===== src/rtl/prog_loader.sv =====
// prog_loader: framed byte-stream loader driving the main memory write port.
// Frame: SYNC, start address, length (0 = 256), payload, checksum.
module prog_loader #(
    parameter logic [7:0]  SYNC    = 8'hA5,
    parameter int unsigned TIMEOUT = 255
) (
    input  logic       clk,
    input  logic       rst_n,
    input  logic [7:0] in_data,
    input  logic       in_valid,
    output logic       in_ready,
    output logic [7:0] mem_addr,
    output logic [7:0] mem_val,
    output logic       mem_set,
    output logic       mem_get,
    output logic       busy,
    output logic       done,
    output logic       err
);

    typedef enum logic [2:0] {
        IDLE,
        ADDR,
        LEN,
        DATA,
        CSUM
    } state_t;

    // Idle count at which the next stalled cycle trips the timeout.
    localparam logic [15:0] TLAST = 16'(TIMEOUT - 1);

    state_t      state;
    logic [7:0]  ptr;
    logic [8:0]  cnt;
    logic [7:0]  acc;
    logic [15:0] tcnt;
    logic        xfer;
    logic [7:0]  sum;

    assign xfer    = in_valid && in_ready;
    assign sum     = acc + in_data;
    assign mem_get = 1'b0;

    // Frame sequencer: parses the stream, issues writes, tracks checksum and idle timeout.
    always_ff @(posedge clk or negedge rst_n) begin
        if (!rst_n) begin
            state    <= IDLE;
            in_ready <= 1'b0;
            mem_addr <= '0;
            mem_val  <= '0;
            mem_set  <= 1'b0;
            busy     <= 1'b0;
            done     <= 1'b0;
            err      <= 1'b0;
            ptr      <= '0;
            cnt      <= '0;
            acc      <= '0;
            tcnt     <= '0;
        end else begin
            in_ready <= 1'b1;
            mem_set  <= 1'b0;
            done     <= 1'b0;
            if (state == IDLE) begin
                tcnt <= '0;
                if (xfer && in_data == SYNC) begin
                    state <= ADDR;
                    busy  <= 1'b1;
                    err   <= 1'b0;
                end
            end else if (xfer) begin
                tcnt <= '0;
                case (state)
                    ADDR: begin
                        ptr   <= in_data;
                        acc   <= in_data;
                        state <= LEN;
                    end
                    LEN: begin
                        cnt   <= (in_data == 8'd0) ? 9'd256 : {1'b0, in_data};
                        acc   <= sum;
                        state <= DATA;
                    end
                    DATA: begin
                        mem_addr <= ptr;
                        mem_val  <= in_data;
                        mem_set  <= 1'b1;
                        acc      <= sum;
                        ptr      <= ptr + 8'd1;
                        cnt      <= cnt - 9'd1;
                        if (cnt == 9'd1) begin
                            state <= CSUM;
                        end
                    end
                    CSUM: begin
                        if (sum == 8'd0) begin
                            done <= 1'b1;
                        end else begin
                            err <= 1'b1;
                        end
                        busy  <= 1'b0;
                        state <= IDLE;
                    end
                    default: state <= IDLE;
                endcase
            end else if (tcnt == TLAST) begin
                tcnt  <= '0;
                busy  <= 1'b0;
                err   <= 1'b1;
                state <= IDLE;
            end else begin
                tcnt <= tcnt + 16'd1;
            end
        end
    end

endmodule


===== config.mk =====
export PLATFORM = sky130hd
export DESIGN_NAME = prog_loader
export DESIGN_NICKNAME = d
export VERILOG_FILES = /design/src/rtl/prog_loader.sv
export SDC_FILE = /design/constraint.sdc
export NUM_CORES = 1
export LEC_CHECK = 0
export BUFFER_PORTS_ARGS = -buffer_cell sky130_fd_sc_hd__buf_2
export CAP_MARGIN = 20
export CORE_MARGIN = 1.5
export CORE_UTILIZATION = 40
export CTS_CLUSTER_DIAMETER = 60
export CTS_CLUSTER_SIZE = 30
export DETAILED_ROUTE_END_ITERATION = 10
export PLACE_DENSITY = 0.65
export SYNTH_ARGS = -nofsm -noshare
export SYNTH_HDL_FRONTEND = slang
export SYNTH_SLANG_ARGS = --single-unit

===== constraint.sdc =====
create_clock -name clk -period 4.21 [get_ports clk]
set_input_delay 0.2105 -clock clk [delete_from_list [all_inputs] [get_ports clk]]
set_output_delay 0.2105 -clock clk [all_outputs]
set_load 0.01 [all_outputs]

==> out/qor.yml, run 1 <==
outcome:
  status: "completed"
timing:
  final.setup.tns_ns: 0
  timing.final.crit_share_pct: 61.7
  rsz0062_at_grt: "false"
  finalMaxSlewViolations: 0
  hold_viol: 0
  fmax_ghz: 0.385
  fin_worst_skew_ns: 0.0149
  setup_viol: 0
  relSlewSlack_pct: 31.6
  finalCriticalPeriod_ns: 2.60
  worst_slack_ns: 1.61
  worst_pin_slew_ns: 1.02
cells_and_area:
  nets: 421
  final.fill_count: 787
  antenna_cells: 0
  drive_gt1_share_pct: 16.9
  syn_to_final_growth_pct: 12.7
die:
  initial_core_util_pct: 41.9
  dieArea_mm2: 0.00926
  die_y_um: 96.3
  num_io_pins: 33
  core_mm2: 0.00830
  rows: 33
  die_w_um: 96.3
clock_tree:
  clock_sinks: 65
  cts_tree: "done"
  cts_setup_buffers: 0
  cts_resized: 0
  clockBufferDepth: 2
  postCtsHoldBufs: 1
  worstSkewPairLatency_ns: 0.35
  htreeDepth: 3
  clk_pin_slew_ns: 0.08
  cts.root.buffer_cell: "clkbuf_8"
  cts_buffers: 9
yosys:
  ys_ff_latch: 65
  ys_async_sr_fraction_pct: 100
  synth_common_cells: "65 x dfrtp_1, 42 x nor2_1, 30 x nand2_1, 27 x o21ai_0, 21 x a21oi_1"
  syn_nets: 389
  ys_seq_area_share_pct: 46.8
  syn-cell-area_mm2: 0.00348
  synth.most_common_cell: "dfrtp_1"
  syn_avg_cell_area_um2: 9.53
  post_synth_and_or_nand_nor_area_fraction_pct: 19.0
  synth_edf_count: 0
  synth_compound_area_share_pct: 17.1
  synth_top_cell_by_area: "dfrtp_1"
  synthTopCellsByArea: "dfrtp_1 47%, mux2_2 4.5%, nor2_1 4.5%"
  synthCells: 365
  synthMuxAreaShare_pct: 4.82
  synth_top_area_share_pct: 46.8
  synthAdderAreaFrac_pct: 4.89
  ys.flop_type: "dfrtp_1"
  synthDistinctLibCells: 59
  yosys_warnings: 0
  synth_xor_area_share_pct: 4.03
  synth_top_family_by_area: "simple AND/OR/NAND/NOR gates"
critical_path:
  arrival_ns: 2.83
  end_kind: "flip-flop"
  criticalPathCategory: "reg2reg"
  cp-start-kind: "flip-flop"
  crit_required_ns: 4.44
  critPathMaxFanout: 18
global_routing:
  grt_max_degree: 43
  overflow: 0
  grt_usage_pct: 18.9
  grt_pass1_vias: 2665
  grt_pass1_wl_mm: 13.2
  grt_antenna_before_repair: 0
detailed_routing:
  routed_via_density: 5.45
  routed-via-count: 2761
  first_iter_violations: 143
  antenna_left: 0
  wl_per_cell_um: 15.5
  wirelength_mm: 7.85
  drcViolationCount: 0
  drt-pass1-iter-count: 4
power:
  power_density_mw_per_mm2: 608
  power.static_leakage_nw: 1.75
  ir_drop_v: 0.000260
placement:
  hpwl_mm: 5.56
  place.gp.congestion: 0.842
  pre_cts_slack_ns: 1.59
  io_buffer_count: 31
min_path:
  hold_path.class: "in2reg"
run:
  drv_cap: 0
cell type report:
class | count | area [µm²] | share of cell area [%]
tap | 105 | 131 | 3.35
timing repair buffer | 34 | 180 | 4.59
clock inverter | 5 | 56.3 | 1.44
sequential | 65 | 1630 | 41.5
multi-input combinational | 273 | 1740 | 44.4
inverter | 14 | 52.6 | 1.34
clock buffer | 11 | 131 | 3.35
cell usage in the layout, fill, tap and decap left out, drive strengths merged, types with 9 or more instances in the layout:
cell type / n
a21oi: 21
buf: 33
clkbuf: 11
dfrtp: 65
ha: 12
inv: 14
mux2: 14
nand2: 30
nand3: 15
nor2: 42
o21ai: 32
xnor2: 9
through the flow:
step / area, µm² / util, % / hold slack, ns / power [W] / std cells
floorplan: 3480 / - / -0.0851 / 0.00162 / 365
detailed placement: 3720 / 44.9 / 0.231 / 0.00187 / 490
finish: 3920 / 47.2 / 0.216 / 0.00238 / 507
global route: 3920 / 47.2 / 0.199 / 0.00258 / 507
global placement: 3720 / 44.9 / 0.228 / 0.00185 / 490
CTS: 3920 / 47.2 / 0.201 / 0.00240 / 507
routing by layer:
metal	GRT usage, %	vias up	part of all wire, %
li1	-	1378	-
met1	25.5	1328	48
met2	28.8	40	47
met3	5.29	15	3.9
met4	7.35	0	1.7
met5	0	-	0
registers in the layout, summed over array words and instances (netlist names):
signal    cells
mem_addr      8
mem_set       1
err           1
done          1
acc           8
cnt           9
in_ready      1
ptr           8
tcnt         16
busy          1
mem_val       8
state         3
kinds of logic (layout without fill, tap and decap cells):
family	Yosys count	in the layout
simple gates	132	132
compound gates	95	95
flops	65	65
buf+inv	27	64
xor+xnor	16	16
mux	15	15
fa+ha+maj	13	13
other cells	2	2
path summary, 6_finish.rpt:
| kind | from | end | slack (ns) | cells after the start |
|---|---|---|---|---|
| setup / recovery | state[1] | mem_addr[2] | 1.61 | 4 |
| hold / removal | in_data[3] | mem_val[3] | 0.22 | 2 |
| setup reg to reg | state[1] | mem_addr[2] | 1.61 | 4 |
| hold reg to reg | busy | busy | 0.47 | 1 |
| max in group asynchronous | rst_n | tcnt[1] | 2.92 | 3 |
| min in group asynchronous | rst_n | cnt[1] | 0.38 | 2 |
worst max-delay path, cell delays in order (launching register included):
cell      delay, ns
dfrtp_1        0.55
nand2b_1       0.24
nor2_1         0.58
nand2_1        0.63
mux2_2         0.46
power by group:
part	switching, W	internal [W]
sequential	0.000179	0.000813
clock	0.000243	0.000273
combinational	0.000502	0.000373
total	0.000924	0.00146
No activity file was read; power rests on OpenSTA's default activity.
==> run 2, diff against run 1 <==
==> constraint.sdc (replaced) <==
create_clock -name clk -period 2.6 [get_ports clk]
set_input_delay 0.13 -clock clk [delete_from_list [all_inputs] [get_ports clk]]
set_output_delay 0.13 -clock clk [all_outputs]
set_load 0.01 [all_outputs]
==> out/qor.yml, run 2 (synthesized netlist as in run 1, its figures left out) <==
critical_path:
  critPathMaxFanout: 4
  crit_required_ns: 2.89
  arrival_ns: 2.50
  criticalPathCategory: "reg2reg"
  cp-start-kind: "flip-flop"
  end_kind: "flip-flop"
clock_tree:
  cts_tree: "done"
  htreeDepth: 3
  worstSkewPairLatency_ns: 0.35
  cts_buffers: 9
  clk_pin_slew_ns: 0.07
  cts.root.buffer_cell: "clkbuf_8"
  clock_sinks: 65
  cts_resized: 0
  clockBufferDepth: 2
cells_and_area:
  antenna_cells: 0
  layout_commonest_cell: "dfrtp_1"
  finalInstanceArea_mm2: 0.00401
  utilization_pct: 48.3
  reg_top3: "tcnt: 16 flops, cnt: 9 flops"
  largest_register: "tcnt"
  mostFrequentLayoutCells: "65 x dfrtp_1, 42 x nor2_1, 31 x buf_2, 30 x nand2_1, 27 x o21ai_0"
  largest_reg_flops: 16
  syn_to_final_growth_pct: 15.2
  drive_gt1_share_pct: 18.6
  nets: 427
detailed_routing:
  routed-via-count: 2807
  wirelength_mm: 8.18
  drt-pass1-iter-count: 5
  routed_via_density: 5.47
  antenna_left: 0
  wl_per_cell_um: 15.9
  first_iter_violations: 94
  drcViolationCount: 0
timing:
  hold_viol: 0
  fin_worst_skew_ns: 0.00756
  finalMaxSlewViolations: 0
  finalCriticalPeriod_ns: 2.21
  relSlewSlack_pct: 29.5
  rsz0062_at_grt: "false"
  timing.final.crit_share_pct: 85.0
  worst_pin_slew_ns: 1.05
  setup_viol: 0
  fmax_ghz: 0.453
  final.setup.tns_ns: 0
global_routing:
  grt_antenna_before_repair: 0
  grt_max_degree: 36
  grt_pass1_vias: 2742
  grt_pass1_wl_mm: 13.5
  overflow: 0
  grt_usage_pct: 19.6
die:
  core_mm2: 0.00830
  dieArea_mm2: 0.00926
  die_y_um: 96.3
  initial_core_util_pct: 41.9
  num_io_pins: 33
  die_w_um: 96.3
  rows: 33
power:
  power.static_leakage_nw: 1.80
  power_density_mw_per_mm2: 1010
  ir_drop_v: 0.000361
  total_power_w: 0.00405
placement:
  place.gp.congestion: 0.851
  io_buffer_count: 31
  hpwl_mm: 5.76
  post_dp_cell_area_mm2: 0.00377
outcome:
  status: "completed"
min_path:
  hold_path.class: "in2reg"
run:
  drv_cap: 0
==> run 2: changes by cell type in the layout (fill, tap and decap cells not counted) <==
cell	change
bufinv_16	+1
clkbuf_8	+1
clkbuf_1	-2
clkinv_2	-1
inv_6	+1
buf_4	+6
==> run 2: final cells by class <==
| type | instances | area [µm²] |
|---|---|---|
| timing repair buffer | 40 | 225 |
| multi-input combinational | 273 | 1740 |
| tap | 105 | 131 |
| clock inverter | 6 | 90.1 |
| sequential | 65 | 1630 |
| inverter | 14 | 52.6 |
| fill | 787 | 4290 |
| clock buffer | 10 | 138 |
==> run 2: final timing paths <==
path / endpoint / cells after the start / slack (ns) / startpoint
min in group asynchronous: cnt[4] / 2 / 0.42 / rst_n
setup reg to reg: done / 6 / 0.39 / acc[2]
hold reg to reg: acc[6] / 2 / 0.49 / acc[6]
setup / recovery: done / 6 / 0.39 / acc[2]
hold / removal: mem_val[3] / 2 / 0.12 / in_data[3]
max in group asynchronous: ptr[7] / 3 / 1.41 / rst_n
==> run 2: power by group <==
group          internal (W)  switching, W
combinational      0.000629      0.000823
sequential          0.00132      0.000297
clock              0.000569      0.000420
total               0.00251       0.00154
==> run 2: routing by layer <==
layer | wire [µm] | vias up | GRT usage (%) | part of all wire (%)
met5 | 0 | - | 0 | 0
met4 | 89 | 0 | 6.50 | 1.1
met3 | 377 | 9 | 6.40 | 4.6
met2 | 3840 | 48 | 29.9 | 47
met1 | 3870 | 1363 | 26.0 | 47
li1 | - | 1387 | - | -
==> run 2: critical path: stages, from the launching register on <==
cell and delay, ns:
dfrtp_1 0.38, ha_1 0.35, o21ai_1 0.13, or4b_1 0.54
and3_1 0.22, nor4_2 0.31, and4bb_1 0.22
==> run 2: metrics by stage <==
step	instances	hold WS [ns]	setup slack [ns]
global placement	496	0.279	0.502
CTS	513	0.112	0.399
floorplan	365	-0.166	0.575
global route	513	0.120	0.262
detailed placement	496	0.286	0.420
finish	513	0.120	0.391
==> run 2: repair_timing <==
item | CTS | global route
setup buffers | 0 | 0
hold buffers | 1 | 0
endpoints found under the hold margin | 33 | 0
